File: config.mk
export PLATFORM = sky130hd
export DESIGN_NAME = rs_encoder
export DESIGN_NICKNAME = d
export VERILOG_FILES = /design/src/rtl/rs_encoder.sv
export SDC_FILE = /design/constraint.sdc
export NUM_CORES = 1
export LEC_CHECK = 0
export BUFFER_PORTS_ARGS = -buffer_cell sky130_fd_sc_hd__buf_2
export CAP_MARGIN = 0
export CORE_MARGIN = 2
export CORE_UTILIZATION = 55
export CTS_CLUSTER_SIZE = 24
export DETAILED_ROUTE_END_ITERATION = 16
export PLACE_DENSITY_LB_ADDON = 0.25
export SLEW_MARGIN = 10
export SYNTH_ARGS = -nofsm -noshare
export SYNTH_HDL_FRONTEND = slang
export SYNTH_SLANG_ARGS = --single-unit
File: constraint.sdc
create_clock -name Clk -period 3.1 [get_ports Clk]
set_input_delay 0.155 -clock Clk [delete_from_list [all_inputs] [get_ports Clk]]
set_output_delay 0.155 -clock Clk [all_outputs]
set_load 0.02 [all_outputs]
File: src/rtl/rs_encoder.sv
// Systematic RS(N_DATA+16, N_DATA) encoder over GF(256): forwards data bytes, then appends 16 LFSR parity bytes.
// Optional sync-byte gate on byte 0 is enabled by defining RS_ENC_SYNC_CHECK_EN.
module rs_encoder #(
  parameter int N_DATA = 188
) (
  input  logic       Clk,
  input  logic       Reset,
  input  logic       in_valid,
  output logic       in_ready,
  input  logic [7:0] in_data,
  output logic       out_valid,
  input  logic       out_ready,
  output logic [7:0] out_data,
  output logic       out_sop,
  output logic       out_parity,
  output logic       sync_err
);

  typedef enum logic {S_DATA, S_PARITY} state_t;

  // Generator coefficients g0..g15 of prod(x + alpha^i), i = 0..15; g16 = 1 is implicit.
  localparam logic [7:0] G [16] = '{8'd59, 8'd36, 8'd50, 8'd98, 8'd229, 8'd41, 8'd65, 8'd163,
                                    8'd8, 8'd30, 8'd209, 8'd68, 8'd189, 8'd104, 8'd13, 8'd59};

  state_t     state, state_nxt;
  logic [7:0] cnt;
  logic [7:0] p [16];
  logic       out_free, accept, sync_ok, fwd, last_data, last_par;
  logic [7:0] fb;

  function automatic logic [7:0] gf_mul(input logic [7:0] a, input logic [7:0] b);
    logic [7:0] r;
    logic [7:0] x;
    r = 8'h00;
    x = a;
    for (int i = 0; i < 8; i++) begin
      if (b[i]) r = r ^ x;
      x = {x[6:0], 1'b0} ^ (x[7] ? 8'h1D : 8'h00);
    end
    return r;
  endfunction

  assign out_free  = !out_valid || out_ready;
  assign in_ready  = !Reset && (state == S_DATA) && out_free;
  assign accept    = in_valid && in_ready;
  assign last_data = (cnt == 8'(N_DATA - 1));
  assign last_par  = (cnt == 8'd15);
  assign fb        = in_data ^ p[15];

`ifdef RS_ENC_SYNC_CHECK_EN
  logic sync_err_q;
  assign sync_ok  = (cnt != 8'd0) || (in_data == 8'h47) || (in_data == 8'hB8);
  assign sync_err = sync_err_q;
`else
  assign sync_ok  = 1'b1;
  assign sync_err = 1'b0;
`endif

  assign fwd = accept && sync_ok;

  always_comb begin
    state_nxt = state;
    case (state)
      S_DATA:   if (fwd && last_data) state_nxt = S_PARITY;
      S_PARITY: if (out_free && last_par) state_nxt = S_DATA;
      default:  state_nxt = S_DATA;
    endcase
  end

  always_ff @(posedge Clk) begin
    if (Reset) begin
      state      <= S_DATA;
      cnt        <= 8'd0;
      for (int i = 0; i < 16; i++) p[i] <= 8'h00;
      out_valid  <= 1'b0;
      out_data   <= 8'h00;
      out_sop    <= 1'b0;
      out_parity <= 1'b0;
`ifdef RS_ENC_SYNC_CHECK_EN
      sync_err_q <= 1'b0;
`endif
    end else begin
      state <= state_nxt;
`ifdef RS_ENC_SYNC_CHECK_EN
      sync_err_q <= accept && !sync_ok;
`endif
      if (out_ready) out_valid <= 1'b0;
      case (state)
        S_DATA: begin
          if (fwd) begin
            out_data   <= in_data;
            out_valid  <= 1'b1;
            out_sop    <= (cnt == 8'd0);
            out_parity <= 1'b0;
            p[0]       <= gf_mul(fb, G[0]);
            for (int i = 1; i < 16; i++) p[i] <= p[i-1] ^ gf_mul(fb, G[i]);
            cnt        <= last_data ? 8'd0 : cnt + 8'd1;
          end
        end
        S_PARITY: begin
          // The shift stalls with the output register, so no parity byte is skipped.
          if (out_free) begin
            out_data   <= p[15];
            out_valid  <= 1'b1;
            out_sop    <= 1'b0;
            out_parity <= 1'b1;
            p[0]       <= 8'h00;
            for (int i = 1; i < 16; i++) p[i] <= p[i-1];
            cnt        <= last_par ? 8'd0 : cnt + 8'd1;
          end
        end
        default: ;
      endcase
    end
  end

endmodule

-- After elaboration in Yosys (flattened, before gate mapping)
Memory sizes are Yosys's and may differ from the RTL's.
Cells that the tools add are included.
Widths: inputs -> output; s select.
- register bits after elaboration: 20
- RAM bits: 128
- logic and storage cells: 284
- memories kept: 1
- add/sub/neg operators: 1
- equal/unequal tests: 4
- mux-type cells: 175
- bitwise operators: 87
- reductions and logical operators: 10
- memory list (memory ; depth ; width ; read ports ; clocked after Yosys merged registers in ; write ports ; RTL line ; RTL):
    p ; 16 ; 8 ; 16 ; 0 ; 16 ; 27 ; logic [7:0] p [16];
- operators by type and width (kind ; number):
    $mux 8 ; 143
    $xor 8x8->8 ; 50
    $mux 5 ; 7
    $or 1x1->1 ; 32
    $pmux 8 s2 ; 2
    $xor 8x5->8 ; 4
    $mux 1 ; 19
    $add 8x1->8 const B ; 1
    $eq 8x4->1 const B ; 1
    $eq 8x8->1 const B ; 1
    $logic_not 8->1 ; 1
    $pmux 1 s2 ; 4
    $logic_and 1x1->1 ; 5
    $logic_not 1->1 ; 2
    $ne 2x1->1 const B ; 1
    $ne 2x2->1 const B ; 1
    $reduce_and 2->1 ; 1
    $logic_or 1x1->1 ; 1
    $not 1->1 ; 1

-- Longest topological paths before layout
- depth in word-level cells: 30
- mapped depth: 8
- gate-level depth less buffers: 6

-- Least setup slack after synthesis
No wires, ideal clock.
- path kind: flip-flop to flip-flop
- from: register out_valid
- to: memory p[1][2], in the netlist p[0][10] (enable)
- arrival time: 1.955 ns
- required time: 2.458 ns
- slack: 0.503 ns
- cell stages (with the launch flop): 4
- path buffers: 0
- clock period less this slack: 2.597 ns
- path through: dfxtp_1 > nor2b_1 > a21o_1 > nand2b_1
- RTL lines (element ; RTL line ; RTL):
    start: declaration ; 11 ; output logic out_valid,
    start signal: assignment ; 75 ; out_valid <= 1'b0;
    start signal: assignment ; 87 ; if (out_ready) out_valid <= 1'b0;
    start signal: assignment ; 92 ; out_valid <= 1'b1;
    end: declaration ; 27 ;

==> impl_metrics.py <==
metrics = {
    "floorplan": {
        "die_y_um": 130,
        "dieArea_um2": 16900,
        "rows": 46,
        "initial_core_util_pct": 55.7,
        "die_x_um": 130,
        "io_pins": 25,
        "core-area_um2": 15700,
    },
    "drt": {
        "wire_per_inst_um": 19.9,
        "vias": 6250,
        "firstDrtPassIters": 5,
        "vias_per_cell": 5.81,
        "drt_iter0_markers": 571,
        "drc_errors": 0,
        "routed_wl_mm": 21.4,
        "ant_nets": 0,
    },
    "clock_tree": {
        "cts_tree": "built",
        "insertion_delay_ns": 0.43,
        "root_buffer": "clkbuf_16",
        "clock_path_buffers": 2,
        "cts_buffers": 17,
        "clk_pin_slew_worst_paths_ns": 0.06,
        "post_cts_buffers": 0,
        "cts_resized": 0,
        "clock_sinks": 148,
        "htree_levels": 4,
        "cts_hold_buf": 2,
    },
    "synth": {
        "yosys.cell_count.top_type": "nand2_1",
        "ys_ff_latch": 148,
        "synth_cells": 815,
        "yosys-top-cells-area": "edfxtp_1 (44%), xor2_1 (6.3%), nand2_1 (5.7%)",
        "netlist_area_um2": 8710,
        "ys_top_cells_by_count": "nand2_1 (133), edfxtp_1 (128), o21ai_0 (89)",
        "synth_top_flop_cell": "edfxtp_1",
        "synth_nets": 829,
        "yosys_warnings": 0,
        "seq_area_frac_synth_pct": 48.7,
        "synth_edf_count": 128,
        "yosysUniqueCellTypes": 47,
        "yosysTopAreaCell": "edfxtp_1",
        "avgSynthCellArea_um2": 10.7,
        "synth_top_area_share_pct": 44.1,
        "ys_async_sr_fraction_pct": 0,
    },
    "final_layout": {
        "num-fill-cells": 1246,
        "area_delta_synth_final_pct": 13.1,
        "fin_nets": 861,
        "antenna_cells": 0,
        "regArea_um2": 4240,
        "multi_input_area_um2": 4270,
        "drive_gt1_share_pct": 14.4,
    },
    "outcome": {
        "status": "complete, no violations",
    },
    "global_route": {
        "antenna_found_initial": 0,
        "grt_pass1_wl_mm": 33.3,
        "grt_start_max_net_pins": 70,
        "grt_overflow": 0,
        "grt.total_usage_pct": 26.7,
        "grt_pass1_vias": 6010,
    },
    "worst_hold_path": {
        "whs_path_depth": 3,
        "holdCritPathClass": "input pin to flip-flop",
    },
    "sta": {
        "max_freq_mhz": 363,
        "fin_crit_sh_pct": 88.8,
        "slew_headroom_pct": 49.2,
        "drv_slew": 0,
        "finalCriticalPeriod_ns": 2.75,
        "finalSetupViolCount": 0,
        "worst_pin_slew_ns": 0.758,
        "final_hold_viol_count": 0,
        "fin_skew_ns": 0.00921,
        "rsz0062_at_grt": "false",
        "finalSetupTns_ns": 0,
    },
    "setup_path": {
        "cp-end-kind": "flip-flop",
        "r2r_cells": 6,
        "cp-start-kind": "flip-flop",
        "worstPathArrival_ns": 2.93,
        "worstPathRequired_ns": 3.28,
        "crit_type": "flip-flop to flip-flop",
        "crit_path_max_fanout": 9,
    },
    "placed_design": {
        "gp_congestion": 0.908,
        "place.port_buffers": 23,
        "hpwlAfterDp_mm": 14.2,
    },
    "run": {
        "timing.max_cap.violations": 0,
    },
}
path summary, 6_finish.rpt:
check | start | to | slack, ns
setup / recovery | p[0][125]$_DFFE_PP_ | p[0][96]$_DFFE_PP_ | 0.35
hold / removal | in_data[0] | out_data[0]$_SDFFE_PP0P_ | 0.12
setup reg to reg | p[0][125]$_DFFE_PP_ | p[0][96]$_DFFE_PP_ | 0.35
hold reg to reg | out_sop$_SDFFE_PP0P_ | out_sop$_SDFFE_PP0P_ | 0.46
layout by cell type (no fill, tap or decap), drive strengths merged, types with 20 or more instances in the layout:
master	n
o21ai	90
dfxtp	20
a21oi	32
xor2	67
xnor3	22
edfxtp	128
xnor2	77
nand2	133
nor2	69
buf	58
state kept, by name, indices dropped and copies added (netlist names):
register    flops
out_data        8
p             128
out_sop         1
out_parity      1
out_valid       1
state           1
cnt             8
kinds of logic (layout without fill, tap and decap cells):
logic type / after synthesis / in the layout / synth area share, %
simple gates: 263 / 263 / 13.0
buf+inv: 57 / 102 / 2.67
mux: 10 / 10 / 1.18
other cells: 1 / 1 / 0.0430
xor+xnor: 166 / 166 / 23.0
flops: 148 / 148 / 48.7
fa+ha+maj: 2 / 2 / 0.287
compound gates: 168 / 168 / 11.0
per-layer routing:
| metal | global-route usage (%) | share of wire, % | vias up |
|---|---|---|---|
| met5 | 0 | 0 | - |
| met4 | 9.30 | 3.0 | 0 |
| met3 | 6.52 | 7.6 | 56 |
| met2 | 42.0 | 47 | 273 |
| met1 | 36.4 | 42 | 3021 |
| li1 | - | - | 2900 |
through the flow:
step | hold WS (ns) | utilization [%] | worst slack (ns) | cell area (µm²) | cells
detailed placement | 0.387 | 59.1 | 0.397 | 9250 | 1042
CTS | 0.119 | 63.0 | 0.373 | 9860 | 1076
floorplan | 0.280 | - | 0.503 | 8710 | 815
global placement | 0.375 | 59.1 | 0.427 | 9250 | 1042
global route | 0.138 | 63.0 | 0.248 | 9860 | 1076
finish | 0.117 | 63.0 | 0.348 | 9860 | 1076
critical path, cell delays in order, from the launching register on:
cell      delay (ns)
edfxtp_1        0.52
xnor2_4         0.45
xnor3_2         0.59
xor2_1          0.31
xnor2_1         0.10
nor2_1          0.17
mux2_2          0.36
cell type report:
| class | instances | area share (%) |
|---|---|---|
| multi-input combinational | 610 | 43.3 |
| sequential | 148 | 43.1 |
| timing repair buffer | 60 | 4.54 |
| clock buffer | 18 | 4.35 |
| tap | 216 | 2.74 |
| clock inverter | 14 | 1.64 |
| inverter | 10 | 0.381 |
Power is not shown: default switching activity piles up to over one toggle a cycle in this logic, so the estimate is an artifact.
